`src/rtl/twist_to_delta_pose_pkg.sv`:
```
// Shared configuration for the twist-to-delta-pose block: word format,
// Q-format constants, convergence threshold and index enums.
package twist_to_delta_pose_pkg;

  localparam int POSE_BW = 42;
  localparam int MUL     = 24;
  localparam int THRESH  = 16;
  localparam int NUM_XI  = 6;
  localparam int NUM_OUT = 12;

  typedef logic signed [POSE_BW-1:0] pose_word_t;

  localparam pose_word_t ONE = pose_word_t'(64'sd1 <<< MUL);

  // Twist element positions on i_xi
  typedef enum logic [2:0] {W1 = 3'd0, W2, W3, V1, V2, V3} twist_idx_e;

  // Halved second-order terms, listed in the order the multiplier produces them
  typedef enum logic [2:0] {H11 = 3'd0, H22, H33, H12, H13, H23} prod_idx_e;

  typedef enum logic [1:0] {IDLE = 2'd0, CALC = 2'd1, DONE = 2'd2} state_e;

  // Strictly inside (-THRESH, THRESH); the most-negative code falls outside
  function automatic logic is_small(input pose_word_t x);
    return (x > -pose_word_t'(THRESH)) && (x < pose_word_t'(THRESH));
  endfunction

endpackage

```
`src/rtl/twist_to_delta_pose_if.sv`:
```
// Request/result bundle between the Gauss-Newton solver side and the
// twist-to-delta-pose block.
interface twist_to_delta_pose_if;
  import twist_to_delta_pose_pkg::*;

  logic       i_start;
  pose_word_t i_xi [NUM_XI];
  logic       o_done;
  pose_word_t o_delta_pose [NUM_OUT];
  logic       o_small;

  modport master (
    output i_start,
    output i_xi,
    input  o_done,
    input  o_delta_pose,
    input  o_small
  );

  modport slave (
    input  i_start,
    input  i_xi,
    output o_done,
    output o_delta_pose,
    output o_small
  );

endinterface

```
`src/rtl/pose_mul_pipe.sv`:
```
// Two-stage signed DATA_W x DATA_W multiplier with an arithmetic post-shift
// (truncation toward -inf) applied to the full-width product before it is
// narrowed back to DATA_W bits.
module pose_mul_pipe #(
  parameter int DATA_W = 42,
  parameter int SHIFT  = 25
) (
  input  logic                     clk,
  input  logic                     rst,
  input  logic                     vld,
  input  logic signed [DATA_W-1:0] a,
  input  logic signed [DATA_W-1:0] b,
  output logic                     res_vld,
  output logic signed [DATA_W-1:0] res
);

  localparam int PROD_W = 2 * DATA_W;

  logic signed [DATA_W-1:0] a_p0;
  logic signed [DATA_W-1:0] b_p0;
  logic                     vld_p0;
  logic signed [PROD_W-1:0] prod_p0;
  logic signed [DATA_W-1:0] res_p1;
  logic                     vld_p1;

  function automatic logic signed [DATA_W-1:0] post_shift(input logic signed [PROD_W-1:0] p);
    return DATA_W'(p >>> SHIFT);
  endfunction

  // Stage 0: operand registers
  always_ff @(posedge clk) begin
    a_p0 <= a;
    b_p0 <= b;
  end

  // Valid travels with the data through both stages
  always_ff @(posedge clk) begin
    if (rst) begin
      vld_p0 <= 1'b0;
      vld_p1 <= 1'b0;
    end else begin
      vld_p0 <= vld;
      vld_p1 <= vld_p0;
    end
  end

  // Full-width signed product of the stage-0 operands
  always_comb begin
    prod_p0 = PROD_W'(a_p0) * PROD_W'(b_p0);
  end

  // Stage 1: shifted, narrowed product
  always_ff @(posedge clk) begin
    res_p1 <= post_shift(prod_p0);
  end

  assign res     = res_p1;
  assign res_vld = vld_p1;

endmodule

```
`src/rtl/twist_to_delta_pose.sv`:
```
// Converts a 6-DoF twist increment (w1,w2,w3,v1,v2,v3) into a row-major 3x4
// delta pose [R|t] using a second-order exponential-map approximation, and
// flags convergence when every twist element is below THRESH in magnitude.
// Build option: TWIST_ORDER2_EN enables the second-order terms (shared
// pipelined multiplier, done 10 cycles after start); without it the block is
// first-order only (diagonals = ONE, done 2 cycles after start).
module twist_to_delta_pose
  import twist_to_delta_pose_pkg::*;
(
  input  logic                 i_clk,
  input  logic                 i_rst,
  twist_to_delta_pose_if.slave bus
);

`ifdef TWIST_ORDER2_EN
  // Six issues plus two cycles of multiplier latency drain by count 8
  localparam logic [3:0] LAST_CNT = 4'd8;
`else
  localparam logic [3:0] LAST_CNT = 4'd0;
`endif

  state_e     state;
  state_e     state_nxt;
  logic [3:0] cnt;
  logic       latch_xi;
  logic       run;
  logic       finish;
  logic       small_nxt;
  pose_word_t xi_q      [NUM_XI];
  pose_word_t h         [NUM_XI];
  pose_word_t delta_nxt [NUM_OUT];

  // State register
  always_ff @(posedge i_clk) begin
    if (i_rst) state <= IDLE;
    else       state <= state_nxt;
  end

  // Next-state logic; a start outside IDLE is simply not looked at
  always_comb begin
    state_nxt = state;
    unique case (state)
      IDLE:    if (bus.i_start) state_nxt = CALC;
      CALC:    if (cnt == LAST_CNT) state_nxt = DONE;
      DONE:    state_nxt = IDLE;
      default: state_nxt = IDLE;
    endcase
  end

  // State-decoded control strobes
  always_comb begin
    latch_xi = (state == IDLE) && bus.i_start;
    run      = (state == CALC);
    finish   = (state == DONE);
  end

  // CALC counter and twist capture on the accepted start
  always_ff @(posedge i_clk) begin
    if (i_rst) begin
      cnt  <= 4'd0;
      xi_q <= '{default: '0};
    end else begin
      cnt <= run ? cnt + 4'd1 : 4'd0;
      if (latch_xi) xi_q <= bus.i_xi;
    end
  end

`ifdef TWIST_ORDER2_EN
  logic       mul_vld;
  logic       res_vld;
  pose_word_t op_a;
  pose_word_t op_b;
  pose_word_t res;

  // Operand select: one product per CALC cycle for counts 0..5
  always_comb begin
    mul_vld = run && (cnt < 4'd6);
    op_a    = '0;
    op_b    = '0;
    case (cnt)
      4'd0:    begin op_a = xi_q[W1]; op_b = xi_q[W1]; end
      4'd1:    begin op_a = xi_q[W2]; op_b = xi_q[W2]; end
      4'd2:    begin op_a = xi_q[W3]; op_b = xi_q[W3]; end
      4'd3:    begin op_a = xi_q[W1]; op_b = xi_q[W2]; end
      4'd4:    begin op_a = xi_q[W1]; op_b = xi_q[W3]; end
      4'd5:    begin op_a = xi_q[W2]; op_b = xi_q[W3]; end
      default: ;
    endcase
  end

  // The extra shift bit halves each product
  pose_mul_pipe #(
    .DATA_W (POSE_BW),
    .SHIFT  (MUL + 1)
  ) u_mul (
    .clk     (i_clk),
    .rst     (i_rst),
    .vld     (mul_vld),
    .a       (op_a),
    .b       (op_b),
    .res_vld (res_vld),
    .res     (res)
  );

  // Halved-term capture: the product issued at count c appears at count c+2
  always_ff @(posedge i_clk) begin
    if (i_rst) begin
      h <= '{default: '0};
    end else if (run && res_vld) begin
      case (cnt)
        4'd2:    h[H11] <= res;
        4'd3:    h[H22] <= res;
        4'd4:    h[H33] <= res;
        4'd5:    h[H12] <= res;
        4'd6:    h[H13] <= res;
        4'd7:    h[H23] <= res;
        default: ;
      endcase
    end
  end
`else
  // First-order build: every second-order term is zero
  always_comb begin
    h = '{default: '0};
  end
`endif

  // [R|t] assembly with wrapping POSE_BW arithmetic, plus convergence flag
  always_comb begin
    delta_nxt[0]  = ONE - h[H22] - h[H33];
    delta_nxt[1]  = -xi_q[W3] + h[H12];
    delta_nxt[2]  =  xi_q[W2] + h[H13];
    delta_nxt[3]  =  xi_q[V1];
    delta_nxt[4]  =  xi_q[W3] + h[H12];
    delta_nxt[5]  = ONE - h[H11] - h[H33];
    delta_nxt[6]  = -xi_q[W1] + h[H23];
    delta_nxt[7]  =  xi_q[V2];
    delta_nxt[8]  = -xi_q[W2] + h[H13];
    delta_nxt[9]  =  xi_q[W1] + h[H23];
    delta_nxt[10] = ONE - h[H11] - h[H22];
    delta_nxt[11] =  xi_q[V3];
    small_nxt = 1'b1;
    for (int k = 0; k < NUM_XI; k++) begin
      small_nxt = small_nxt && is_small(xi_q[k]);
    end
  end

  // Result registers load on the edge that raises o_done, then hold
  always_ff @(posedge i_clk) begin
    if (i_rst) begin
      bus.o_done       <= 1'b0;
      bus.o_small      <= 1'b0;
      bus.o_delta_pose <= '{default: '0};
    end else begin
      bus.o_done <= finish;
      if (finish) begin
        bus.o_delta_pose <= delta_nxt;
        bus.o_small      <= small_nxt;
      end
    end
  end

endmodule

```
`src/flat_wrapper.sv`:
```
// flat-port wrapper written by rule: the top's interface ports become plain ports
module twist_to_delta_pose_flat import twist_to_delta_pose_pkg::*;
  (i_clk, i_rst, bus_i_start, bus_i_xi, bus_o_done, bus_o_delta_pose, bus_o_small);
  twist_to_delta_pose_if bus_i ();
  input  logic i_clk;
  input  logic i_rst;
  input wire logic [$bits(bus_i.i_start)-1:0] bus_i_start;
  input wire logic [$bits(bus_i.i_xi)-1:0] bus_i_xi;
  output wire logic [$bits(bus_i.o_done)-1:0] bus_o_done;
  output wire logic [$bits(bus_i.o_delta_pose)-1:0] bus_o_delta_pose;
  output wire logic [$bits(bus_i.o_small)-1:0] bus_o_small;
  assign bus_i.i_start = bus_i_start;
  assign bus_i.i_xi = {>>{bus_i_xi}};
  assign bus_o_done = bus_i.o_done;
  assign bus_o_delta_pose = {>>{bus_i.o_delta_pose}};
  assign bus_o_small = bus_i.o_small;
  twist_to_delta_pose u_core (.i_clk(i_clk), .i_rst(i_rst), .bus(bus_i));
endmodule
```
`config.mk`:
```
export PLATFORM = sky130hd
export DESIGN_NAME = twist_to_delta_pose_flat
export DESIGN_NICKNAME = d
export VERILOG_FILES = /design/src/rtl/twist_to_delta_pose_pkg.sv /design/src/rtl/twist_to_delta_pose_if.sv /design/src/rtl/pose_mul_pipe.sv /design/src/rtl/twist_to_delta_pose.sv /design/src/flat_wrapper.sv
export SDC_FILE = /design/constraint.sdc
export NUM_CORES = 1
export LEC_CHECK = 0
export BUFFER_PORTS_ARGS = -buffer_cell sky130_fd_sc_hd__buf_2
export CORE_AREA = 2 2 299 301
export CTS_BUF_LIST = sky130_fd_sc_hd__clkbuf_8 sky130_fd_sc_hd__clkbuf_16
export CTS_CLUSTER_SIZE = 30
export DETAILED_ROUTE_END_ITERATION = 8
export DIE_AREA = 0 0 301 303
export MAX_ROUTING_LAYER = met4
export REMOVE_ABC_BUFFERS = 1
export SYNTH_ARGS = -nofsm -noshare
export SYNTH_HDL_FRONTEND = slang
export SYNTH_HIERARCHICAL = 1
export SYNTH_SLANG_ARGS = --single-unit
```
`constraint.sdc`:
```
create_clock -name i_clk -period 7.18 [get_ports i_clk]
set_clock_uncertainty 0.15 [all_clocks]
set_input_delay 0.359 -clock i_clk [delete_from_list [all_inputs] [get_ports i_clk]]
set_output_delay 0.359 -clock i_clk [all_outputs]
set_load 0.03 [all_outputs]
```
# Word-level counts from Yosys, hierarchy flattened
# Cells that the tools add are included.
# Widths: inputs -> output; s select.
[op_classes] n_addsub=4 n_lt_le_gt_ge=12 eq_ne=4 mux=3 bitwise=1 reduce_logical=16
[op_table] op="$gt 42x5->1 const B" n=6
[op_table] op="$lt 42x6->1 const B" n=6
[op_table] op="$neg 42->42" n=3
[op_table] op="$logic_and 1x1->1" n=12
[op_table] op="$add 4x1->4 const B" n=1
[op_table] op="$logic_not 4->1" n=1
[op_table] op="$mux 2" n=2
[op_table] op="$ne 2x2->1 const B" n=2
[op_table] op="$pmux 2 s2" n=1
[op_table] op="$eq 2x1->1 const B" n=1
[op_table] op="$eq 2x2->1 const B" n=1
[op_table] op="$logic_not 2->1" n=1
[op_table] op="$reduce_and 2->1" n=1
[op_table] op="$reduce_or 2->1" n=1
[op_table] op="$not 1->1" n=1
[word_totals] register_bits=639 inputBits=255

# Logic depth before layout (Yosys ltp)
[logic_depth] ltp_word=7 mapped_depth=10 depth_no_buf=9

# Least setup slack after synthesis
# Ideal clock, no wire load.
[synth_timing] path_kind="reg-to-reg" start="register u_core/xi_q[228] (netlist bit)" end="register u_core.bus.o_delta_pose[248]" setup_time_ns=0.124 arrival_ns=2.456 slack_ns=4.450 stages_incl_launch_ff=9 period_less_slack_ns=2.730 path_cell_list="dfxtp_1 > buf_6 > or4_4 > or4_1 > buf_2 > or4_4 > nor3b_2 > xor2_1 > o21ai_1"
[synth_via] elab_chain_cells=1
[synth_rtl] item="start: declaration" line="twist_to_delta_pose.sv:29" rtl="pose_word_t xi_q [NUM_XI];"
[synth_rtl] item="start signal: assignment" line="twist_to_delta_pose.sv:64" rtl="if (latch_xi) xi_q <= bus.i_xi;"
[synth_rtl] item="$neg 42->42" line="twist_to_delta_pose.sv:136" rtl="delta_nxt[6] = -xi_q[W1] + h[H23];"
[synth_rtl] item="end signal: assignment" line="twist_to_delta_pose.sv:157" rtl="bus.o_delta_pose <= delta_nxt;"
[synth_rtl] item="end: declaration" line="twist_to_delta_pose_if.sv:24" rtl="output o_delta_pose,"
# No other way between the ends.
# A chain may end at the register's enable or synchronous reset.

# Final worst setup path
[layout_timing] start="register u_core/xi_q[126] (netlist bit)" end="register u_core.bus.o_delta_pose[450]"
[layout_via] elab_chain_cells=1
[layout_rtl] item="$neg 42->42" line="twist_to_delta_pose.sv:131" rtl="delta_nxt[1] = -xi_q[W3] + h[H12];"
# No other way between the ends.

==> metrics.yaml <==
worst_setup_path:
  path_cells: "inv_1 > ha_1 > nor3b_1 > nand4_1 > nand2b_1 > nor3_1 > xnor2_1 > nand2_1 > a21oi_1"
  critPathTopFamily: "simple AND/OR/NAND/NOR gates"
  criticalPathCategory: "flip-flop to flip-flop"
  rr_endpoint: "u_core/bus.o_delta_pose[450]$_SDFFE_PP0P_"
  critPathBufInv: 1
  slowest_delay_ns: 0.67
  rrSetupSlack_ns: 4.02
  worstPathArrival_ns: 3.54
  reg2reg_depth: 9
  startpoint_type: "flip-flop"
  crit_path_max_fanout: 9
  cp_slowest_cell: "nor3b_1"
  r2r_start: "u_core/xi_q[126]$_SDFFE_PP0P_"
  end_kind: "flip-flop"
  required_ns: 7.56
synth:
  yosysSeqAreaShare_pct: 49.85
  synthAdderAreaFrac_pct: 0.2450
  ys.flop_type: "dfxtp_1"
  postSynthAreaPerCell_sq_um: 7.651
  synth_top_family_by_area: "simple AND/OR/NAND/NOR gates"
  postSynth.asyncResetShare_pct: 0
  netlist_top_cells_area: "dfxtp_1 50%, nand2_1 18%, a21oi_1 12%, buf_4 3.8%, clkbuf_1 3.3%"
  yosysWarnings: 6
  synth_compound_area_share_pct: 13.32
  ys_types: 52
  synth_cells: 3338
  synth_top_area_share_pct: 49.85
  yosysTopAreaCell: "dfxtp_1"
  synthMuxAreaShare_pct: 0
  syn_area_sq_um: 25540
  synth_xor_xnor_area_share_pct: 3.395
  ys_ff_latch: 636
  yosys.area_share.simple_pct: 25.59
  synth-edff-count: 0
sta:
  setup_viol: 0
  fin_crit_ns: 3.161
  drv_slew: 0
  maxSlewHeadroom_pct: 9.448
  timing.final.crit_share_pct: 44.02
  tightest_slew_ns: 1.346
  clock.fmax_mhz: 316.4
  rsz0062_at_grt: "false"
  final_hold_viol_count: 0
floorplanning:
  die_height_microns: 303
  coreArea_sq_um: 87970
  row_count: 109
  io-pin-count: 761
  die-area_sq_um: 91200
  floorplan.initialDensity_pct: 29.03
  fp.dieW_microns: 301
final_layout:
  layout-drive-gt1-share_pct: 19.24
  final_util_pct: 38.58
  final_cell_count_no_fill: 5295
  layout.nets: 4333
  area_growth_pct: 32.89
  fin_area_sq_um: 33940
clocking:
  cts_hold_buffers: 251
  cts_tree: "built"
  cts_resized: 0
  clock-sinks: 636
  clock_latency_ns: 0.61
  cts.htree.levels: 3
  post_cts_buffers: 0
  cts.path.max_buffers: 3
  cts_made_buffers: 74
  clock-root-buffer: "clkbuf_16"
  path_clk_slew_ns: 0.06
routing:
  drtIter0Drc: 1641
  wire_per_inst_microns: 17.59
  vias: 25031
  vias_per_cell: 4.727
  dr.pass1.iters: 5
  routed_wl_mm: 93.16
  ant_nets: 0
  drc: 0
flow_run:
  maxCapViolations: 0
place:
  portBuffers: 637
  dpl.hpwl_mm: 63.19
  place_area_sq_um: 29010
  post-place-cells: 4911
  gp_congestion: 0.8546
worst_hold_path:
  hold_start: "i_rst"
  hold_depth: 2
  whs_endpoint: "u_core/bus.o_delta_pose[353]$_SDFFE_PP0P_"
  hold_path.class: "input pin to flip-flop"
power:
  power_mw: 8.716
  p_leak_nw: 13.94
  p_per_area_nw_per_um2: 256.8
  peakVddDrop_v: 0.0001696
grt:
  grt_max_degree: 179
  grt_pass1_wl_mm: 138.0
  grt_remaining_overflow: 0
  grt_usage_pct: 19.96
  grt_pass1_vias: 23471
  antenna_found_initial: 7
outcome:
  status: "complete, no violations"
-- registers in the layout (all words and copies together), names as in the netlist --
| register | flops |
|---|---|
| u_core/bus.o_delta_pose | 376 |
| u_core/delta_nxt | 126 |
| u_core/xi_q | 126 |
| u_core/cnt | 4 |
| u_core/state | 2 |
| u_core/bus.o_done | 1 |
| u_core/bus.o_small | 1 |
-- how the worst max path moves through the flow --
stage / start / end / slack (ns) / cells past startpoint
2_1_floorplan: u_core/state[0]$_SDFFE_PP0P_ / u_core/bus.o_delta_pose[159]$_SDFFE_PP0P_ / -9.36 / 3
3_3_place_gp: i_rst / u_core/bus.o_small$_SDFFE_PP0P_ / 3.87 / 9
3_5_place_dp: i_rst / u_core/bus.o_small$_SDFFE_PP0P_ / 3.80 / 9
4_1_cts: u_core/delta_nxt[180]$_SDFFE_PP0P_ / u_core/bus.o_small$_SDFFE_PP0P_ / 3.97 / 6
5_1_grt: u_core/xi_q[126]$_SDFFE_PP0P_ / u_core/bus.o_delta_pose[450]$_SDFFE_PP0P_ / 3.66 / 9
6_report: u_core/xi_q[126]$_SDFFE_PP0P_ / u_core/bus.o_delta_pose[450]$_SDFFE_PP0P_ / 4.02 / 9
-- metal layers --
metal | up-vias | routed length (microns) | global-route usage (%)
li1 | 12264 | - | -
met1 | 11682 | 40110 | 24.97
met2 | 885 | 42850 | 31.07
met3 | 200 | 6492 | 4.332
met4 | 0 | 3707 | 8.422
met5 | - | 0 | -
-- stage by stage --
stage	TNS, ns	hold WS [ns]	worst slack (ns)
finish	0	0.05088	4.019
floorplan	-1770.84	0.2781	-9.363
CTS	0	0.02179	3.971
global placement	0	0.2810	3.875
global route	0	0.06318	3.659
detailed placement	0	0.2869	3.800
-- cells by family (layout without fill, tap and decap cells) --
kind of cell / count (synthesis) / after routing
simple gates: 1546 / 1546
compound gates: 666 / 666
fa+ha+maj: 5 / 5
other cells: 1 / 131
xor+xnor: 99 / 99
buf+inv: 385 / 1047
flops: 636 / 636
-- layout by cell type, fill, tap and decap left out, types with 52 or more instances in the layout --
cell type | synthesis | final
buf_2 | 2 | 636
nor4_1 | 64 | 64
dfxtp_1 | 636 | 636
nor2_1 | 59 | 58
clkbuf_16 | 0 | 77
a21oi_1 | 596 | 596
nand2_1 | 1214 | 1213
xor2_1 | 52 | 52
nand4_1 | 66 | 66
conb_1 | 1 | 123
dlygate4sd3_1 | 0 | 251
-- where the power goes --
group	switching, mW	internal, mW	leakage (nW)
combinational	0.735	0.385	7.54
sequential	0.173	3.67	5.17
clock	1.52	2.22	1.23
-- worst register-to-register path: stages (launching register included) --
cell and delay (ns):
dfxtp_1 0.35, inv_1 0.07, ha_1 0.17, nor3b_1 0.67, nand4_1 0.53, nand2b_1 0.47
nor3_1 0.26, xnor2_1 0.15, nand2_1 0.08, a21oi_1 0.19
-- synth_stat cells (4+ instances only) --
cell type and count:
or2_2 4, nand2_1 1214, or3_1 17, nand3b_1 7
nand3_1 19, a22o_1 7, nor3b_1 4, dfxtp_1 636
nand2b_1 8, ha_1 5, xnor2_1 47, inv_1 11
buf_4 128, nand4_1 66, o21ai_0 48, nor2_1 59
xor2_1 52, buf_1 16, nor4_1 64, o31a_1 5
a21oi_1 596, clkbuf_1 225, nor3_1 37, and3_1 7
or4_1 19
-- area by class of cell --
class	count	area, sq um
Antenna cell	8	20.02
Clock buffer	91	2120
Clock inverter	34	279.0
Fill cell	9156	54030
Inverter	12	45.04
Multi-Input combinational cell	2439	11360
Sequential cell	636	12730
Tap cell	1165	1458
Timing Repair Buffer	910	5926
No activity file was read; power rests on OpenSTA's default activity.
